[config.mk]
export PLATFORM = sky130hd
export DESIGN_NAME = link_tx_unit
export DESIGN_NICKNAME = d
export VERILOG_FILES = /design/src/rtl/link_tx_unit.sv
export SDC_FILE = /design/constraint.sdc
export NUM_CORES = 1
export LEC_CHECK = 0
export BUFFER_PORTS_ARGS = -buffer_cell sky130_fd_sc_hd__buf_2
export CORE_UTILIZATION = 35
export CTS_CLUSTER_DIAMETER = 30
export DETAILED_ROUTE_END_ITERATION = 7
export HOLD_SLACK_MARGIN = 0.08
export PLACE_DENSITY = 0.63
export SKIP_LAST_GASP = 1
export SLEW_MARGIN = 20
export SYNTH_ARGS = -nofsm -noshare
export SYNTH_HDL_FRONTEND = slang
export SYNTH_SLANG_ARGS = --single-unit
export TNS_END_PERCENT = 10
[constraint.sdc]
create_clock -name clk -period 2.55 [get_ports clk]
set_input_delay 0.255 -clock clk [delete_from_list [all_inputs] [get_ports clk]]
set_output_delay 0.255 -clock clk [all_outputs]
set_load 0.02 [all_outputs]
[src/rtl/link_tx_unit.sv]
// Flit and label types, plus the transmit end of an on/off-controlled link:
// a staging FIFO drained only while the registered downstream on_off reads "on".
package link_pkg;
    typedef enum logic [1:0] {
        HEAD     = 2'd0,
        BODY     = 2'd1,
        TAIL     = 2'd2,
        HEADTAIL = 2'd3
    } flit_label_t;

    typedef struct packed {
        flit_label_t flit_label;
        logic [2:0]  x_dest;
        logic [2:0]  y_dest;
        logic [7:0]  payload;
    } flit_novc_t;
endpackage

// Purpose: stage upstream flits and forward them downstream under on/off control, checking framing.
// Latency: 2 cycles from accept to valid_o when on_q is already 1; 1 flit/cycle sustained.
// Backpressure: ready_o drops when the FIFO is full; off reaches valid_o after <=2 further pulses.
module link_tx_unit
    import link_pkg::*;
#(
    parameter int STAGE_DEPTH = 4,
    parameter int CNT_WIDTH   = 16
) (
    input  logic                 clk,
    input  logic                 rst,
    input  flit_novc_t           data_i,
    input  logic                 valid_i,
    output logic                 ready_o,
    input  logic                 on_off_i,
    output flit_novc_t           data_o,
    output logic                 valid_o,
    output logic                 error_o,
    output logic                 is_idle_o,
    output logic [CNT_WIDTH-1:0] flit_cnt_o
);
    localparam int AW = (STAGE_DEPTH > 1) ? $clog2(STAGE_DEPTH) : 1;
    localparam int CW = $clog2(STAGE_DEPTH) + 1;

    typedef enum logic {IDLE, PACKET} chk_state_t;

    flit_novc_t    mem [STAGE_DEPTH];
    logic [AW-1:0] wr_ptr;
    logic [AW-1:0] rd_ptr;
    logic [CW-1:0] count;
    logic          on_q;
    chk_state_t    state;
    logic          push;
    logic          send;

    assign ready_o   = (count != CW'(STAGE_DEPTH));
    assign push      = valid_i & ready_o;
    assign send      = on_q & (count != '0);
    assign is_idle_o = (count == '0) & ~valid_o & (state == IDLE);

    // Storage is not reset; only the pointers and count define what is valid.
    always_ff @(posedge clk) begin
        if (push) begin
            mem[wr_ptr] <= data_i;
        end
    end

    always_ff @(posedge clk) begin
        if (!rst) begin
            wr_ptr     <= '0;
            rd_ptr     <= '0;
            count      <= '0;
            on_q       <= 1'b0;
            valid_o    <= 1'b0;
            data_o     <= '0;
            error_o    <= 1'b0;
            flit_cnt_o <= '0;
            state      <= IDLE;
        end else begin
            on_q    <= on_off_i;
            valid_o <= send;

            if (push) begin
                wr_ptr <= wr_ptr + AW'(1);
            end
            if (send) begin
                rd_ptr     <= rd_ptr + AW'(1);
                data_o     <= mem[rd_ptr];
                flit_cnt_o <= flit_cnt_o + CNT_WIDTH'(1);
            end
            case ({push, send})
                2'b10:   count <= count + CW'(1);
                2'b01:   count <= count - CW'(1);
                default: count <= count;
            endcase

            // Framing is judged on accepted flits; offending flits still go out unchanged.
            if (push) begin
                case (state)
                    IDLE: begin
                        case (data_i.flit_label)
                            HEAD:     state <= PACKET;
                            HEADTAIL: state <= IDLE;
                            default:  error_o <= 1'b1;
                        endcase
                    end
                    PACKET: begin
                        case (data_i.flit_label)
                            BODY:    state <= PACKET;
                            TAIL:    state <= IDLE;
                            HEAD:    error_o <= 1'b1;
                            default: begin
                                error_o <= 1'b1;
                                state   <= IDLE;
                            end
                        endcase
                    end
                    default: state <= IDLE;
                endcase
            end
        end
    end
endmodule

Word level (Yosys, flattened, before mapping):

Memory sizes are Yosys's and may differ from the RTL's. A register that Yosys moved wholly into a read port is not among the register bits.
Index checks and enable logic that the tools add are counted.
Widths: inputs -> output; s select.

* bits of input ports: 20
* register bits after elaboration: 27
* logic and storage cells: 46
* output and inout port bits: 36
* bits in writable memories: 64
* memories: 1

* equal/unequal tests: 8
* reductions and logical operators: 9
* multiplexer cells: 9
* add/subtract/negate cells: 5
* bitwise operators: 6

Memory list
* mem: depth 4, width 16, rd ports 1, clocked after Yosys merged registers in 1, write ports 1, RTL line 45 `flit_novc_t mem [STAGE_DEPTH];`

Operators with widths (count)
* $add 16x1->16 const B: 1
* $eq 2x2->1 const B: 3
* $mux 1: 6
* $pmux 3 s2: 1
* $reduce_or 2->1: 3
* $add 2x1->2 const B: 2
* $and 1x1->1: 4
* $eq 2x1->1 const B: 2
* $ne 2x2->1 const B: 2
* $pmux 1 s2: 2
* $add 3x1->3 const B: 1
* $logic_not 3->1: 1
* $ne 3x3->1 const B: 1
* $reduce_and 3->1: 1
* $reduce_bool 3->1: 1
* $sub 3x1->3 const B: 1
* $logic_not 2->1: 1
* $not 1->1: 2
* $reduce_bool 2->1: 1
* $logic_not 1->1: 1

Logic depth before layout (Yosys ltp):

* depth in word-level cells: 4
* mapped depth: 10
* depth with buffers taken out: 9

Least setup slack after synthesis:

Ideal clock, no wire load.

* path kind: register to register
* from: register count[2]
* to: register count[2]
* slack: 51 ps
* path buffers: 1
* stages on the path, launching flop included: 11
* clock period less this slack: 2499 ps
* data arrival time: 2429 ps
* data required time: 2480 ps
* library setup time: 70 ps
* path through: dfxtp_1 -> or3b_1 -> and2_1 -> clkbuf_1 -> inv_2 -> ha_1 -> inv_1 -> fa_1 -> xor2_1 -> or3_1 -> a21oi_1

* cells in the longest elaborated chain, start to end: 4
* elaborated cells between the ends (all ways): 10
* those cells by class: add/sub (2); eq/ne (3); mux (1); bitwise (2); reduce/logical (2)

RTL lines
* start: declaration: RTL line 48 `logic [CW-1:0] count;`
* start signal: assignment: RTL line 90 `2'b10: count <= count + CW'(1);`
* start signal: assignment: RTL line 91 `2'b01: count <= count - CW'(1);`
* start signal: assignment: RTL line 92 `default: count <= count;`
* $ne 3x3->1 *: RTL line 54 `assign ready_o = (count != CW'(STAGE_DEPTH));`
* via ready_o: RTL line 32 `output logic ready_o,`
* $and 1x1->1 *: RTL line 55 `assign push = valid_i & ready_o;`
* $eq 2x1->1 or $eq 2x2->1 (tied branches): RTL line 89 `case ({push, send})`
* $pmux 3 s2 or $reduce_bool 2->1 (tied branches)

Mark *: on every way through the listed nets, which the timed path passes. The rest lies on a longest branch.
A chain may end at the register's enable or synchronous reset.

Worst setup path after layout:

* from: register count[2]
* to: register count[2]

* cells in the longest elaborated chain, start to end: 4
* elaborated cells between the ends (all ways): 10
* those cells by class: add/sub (2); eq/ne (3); mux (1); bitwise (2); reduce/logical (2)

RTL lines (RTL line)
* $ne 3x3->1 or $reduce_bool 3->1 (tied branches): 54, 56
* $and 1x1->1, on equally long branches: 55, 56
* $eq 2x1->1 or $eq 2x2->1 (tied branches): 89
* $pmux 3 s2 or $reduce_bool 2->1 (tied branches)

Several ways; a longest one is shown, not always the timed one.

==> flow_metrics.tcl <==
set metrics [dict create \
    placementRows 39 \
    p_int_uw 2940 \
    leakage_uw 0.00183 \
    first_iter_violations 149 \
    required_ns 2.82 \
    overflow 0 \
    ys_warn_count 0 \
    rsz0062_at_grt "no" \
    grt_pass1_wl_um 12800 \
    cts_buffer_depth 2 \
    coreArea_um2 11500 \
    wl_per_cell_um 15.4 \
    syn_nets 334 \
    power_frac_comb_pct 13.2 \
    clock_skew_ns 0.00713 \
    holdCritPathClass "primary input to register" \
    timing.critical_path.arrival_ns 2.64 \
    gp_congestion 0.797 \
    synth_largest_area_cell "edfxtp_1" \
    netlist.area_leader.share_pct 46.0 \
    vias_per_cell 4.89 \
    dr.pass1.iters 6 \
    status "finished with violations" \
    synth_ff_type "edfxtp_1" \
    max-vdd-ir-drop_mv 0.481 \
    yosysMostFrequentCell "edfxtp_1" \
    use_met1_pct 18.2 \
    clk_pin_slew_ns 0.07 \
    nets 399 \
    netlist_top_cells_count "edfxtp_1 (64), dfxtp_1 (43), nand2_1 (42)" \
    portBuffers 55 \
    tritoncts "built" \
    post_synth_num_cell_types 37 \
    synthArstFlopShare_pct 0 \
    end_kind "register" \
    ys_ff_latch 107 \
    cts_root_buf "clkbuf_16" \
    maxCapViolCount 0 \
    hpwl_um 5150 \
    maxSlewViolCount 0 \
    setup_tns_ns 0 \
    regToRegStartpoint "count[2]" \
    drive_gt1_share_pct 28.8 \
    p_sw_uw 953 \
    relSlewSlack_pct 55.1 \
    drc 8 \
    p_seq_share_pct 51.4 \
    h-tree-depth 3 \
    clock.fmax_ghz 0.422 \
    holdBufCountCts 0 \
    ant_nets 0 \
    syn_area_um2 4180 \
    routed_wl_um 8000 \
    top_usage_layer "met2" \
    grt_max_degree 35 \
    startpoint_type "register" \
    fill_cells 1101 \
    antennaDiodeCount 0 \
    timing.final.hold_violations 0 \
    synth_cells 305 \
    critPathLaunch "count[2]" \
    antenna_found_initial 0 \
    syn_to_final_growth_pct 19.4 \
    cts_sinks 107 \
    syn_area_per_cell_um2 13.7 \
    start_util_pct 36.3 \
    power.density_nw_per_um2 781 \
    worstPathMaxFanout 6 \
    synth_seq_area_share_pct 66.6 \
    hold_slack_ns 0.122 \
    grt_pass1_vias 2447 \
    met2_usage_pct 21.3 \
    finalCritPeriodShare_pct 93.0 \
    clock_power_share_pct 35.4 \
    path_class "register to register" \
    vias 2533 \
    yosys-top-cells-area "edfxtp_1 (46%), dfxtp_1 (21%), mux4_2 (8.6%)" \
    grt_usage_pct 13.7 \
    tightestPinTransition_ns 0.672 \
    synth-edff-count 64 \
    dieWidth_um 111 \
    violations "design-rule violations" \
    cts_made_buffers 9 \
    post_cts_buffers 0 \
    cts_resized 0 \
    swShare_pct 24.5 \
    die_y_um 111 \
    num_io_pins 56 \
    fp.dieArea_um2 12400 \
    finalSetupViolations 0 \
    met3_usage_pct 3.94 \
    period_needed_ns 2.37 \
    hold_start "data_i[11]" \
    worstSkewPairLatency_ns 0.35 \
]
[cell families after synthesis]
group / count (synthesis) / share of synthesized area [%]
compound gates: 36 / 4.82
xor+xnor: 16 / 3.36
fa+ha+maj: 9 / 2.88
buf+inv: 26 / 2.55
flops: 107 / 66.6
mux: 16 / 8.63
simple gates: 95 / 11.1
[layer usage]
| metal | share of wire, % | up-vias |
|---|---|---|
| li1 | - | 1232 |
| met1 | 46 | 1234 |
| met2 | 47 | 57 |
| met3 | 5.2 | 10 |
| met4 | 1.4 | 0 |
| met5 | 0 | - |
[power groups by stage]
| stage | Clock, µW | Sequential, µW | Combinational, µW |
|---|---|---|---|
| after CTS | 1420 | 2000 | 522 |
| final | 1380 | 2000 | 513 |
| after floorplan | 0 | 2070 | 300 |
| after detailed placement | 0 | 2040 | 521 |
| after global placement | 0 | 2040 | 515 |
| after global routing | 1480 | 2010 | 568 |
[state kept, by name, summed over array words and instances (netlist names), 2 cells and up]
signal	count
count	3
data_o	16
flit_cnt_o	16
mem	64
rd_ptr	2
wr_ptr	2
[metrics by stage]
step | cells | setup slack, ns | area (µm²) | power, µW | util, %
floorplan | 305 | 0.0510 | 4180 | 2370 | -
global placement | 502 | 0.218 | 4690 | 2550 | 40.7
detailed placement | 502 | 0.158 | 4690 | 2560 | 40.7
CTS | 518 | 0.129 | 4980 | 3950 | 43.3
global route | 518 | 0.0229 | 4980 | 4060 | 43.3
finish | 518 | 0.179 | 4980 | 3890 | 43.3
[critical path, cell delays in order, from the launching register on]
cell and delay [ns]:
dfxtp_1 0.34, or3b_4 0.42, and2_2 0.25, inv_2 0.08, ha_1 0.17, inv_1 0.06
fa_1 0.37, xor2_1 0.16, or3_1 0.30, a21oi_1 0.14
[layout make-up]
type | instances | area [µm²] | share of cell area [%]
flip-flops and latches | 107 | 2780 | 55.8
repair buffers | 68 | 385 | 7.73
clock inverters | 4 | 56.3 | 1.13
clock buffers | 12 | 236 | 4.74
multi-input cells | 172 | 1300 | 26.1
inverters | 12 | 45.0 | 0.904
well taps | 143 | 179 | 3.59
[cell usage in the layout (no fill, tap or decap), types with 3 or more instances in the layout]
master     instances
dfxtp_1           43
edfxtp_1          64
nor3_1             3
nand3_1            6
inv_1             10
buf_4             12
nand2_1           42
xor2_1             7
nor2_1            19
o21ai_0            4
or3_1              3
buf_2             55
clkbuf_16          9
nand4_1            3
a21oi_1           27
ha_1               8
xnor2_1            9
and3_1             4
mux4_2            16
clkbuf_1           3
[worst paths after layout]
check	endpoint	slack, ns	cells past startpoint
hold reg to reg	data_o[10]	0.45	2
setup reg to reg	count[2]	0.18	9
setup / recovery	count[2]	0.18	9
hold / removal	mem[3][11]	0.12	1
(Power assumes the default switching activity.)
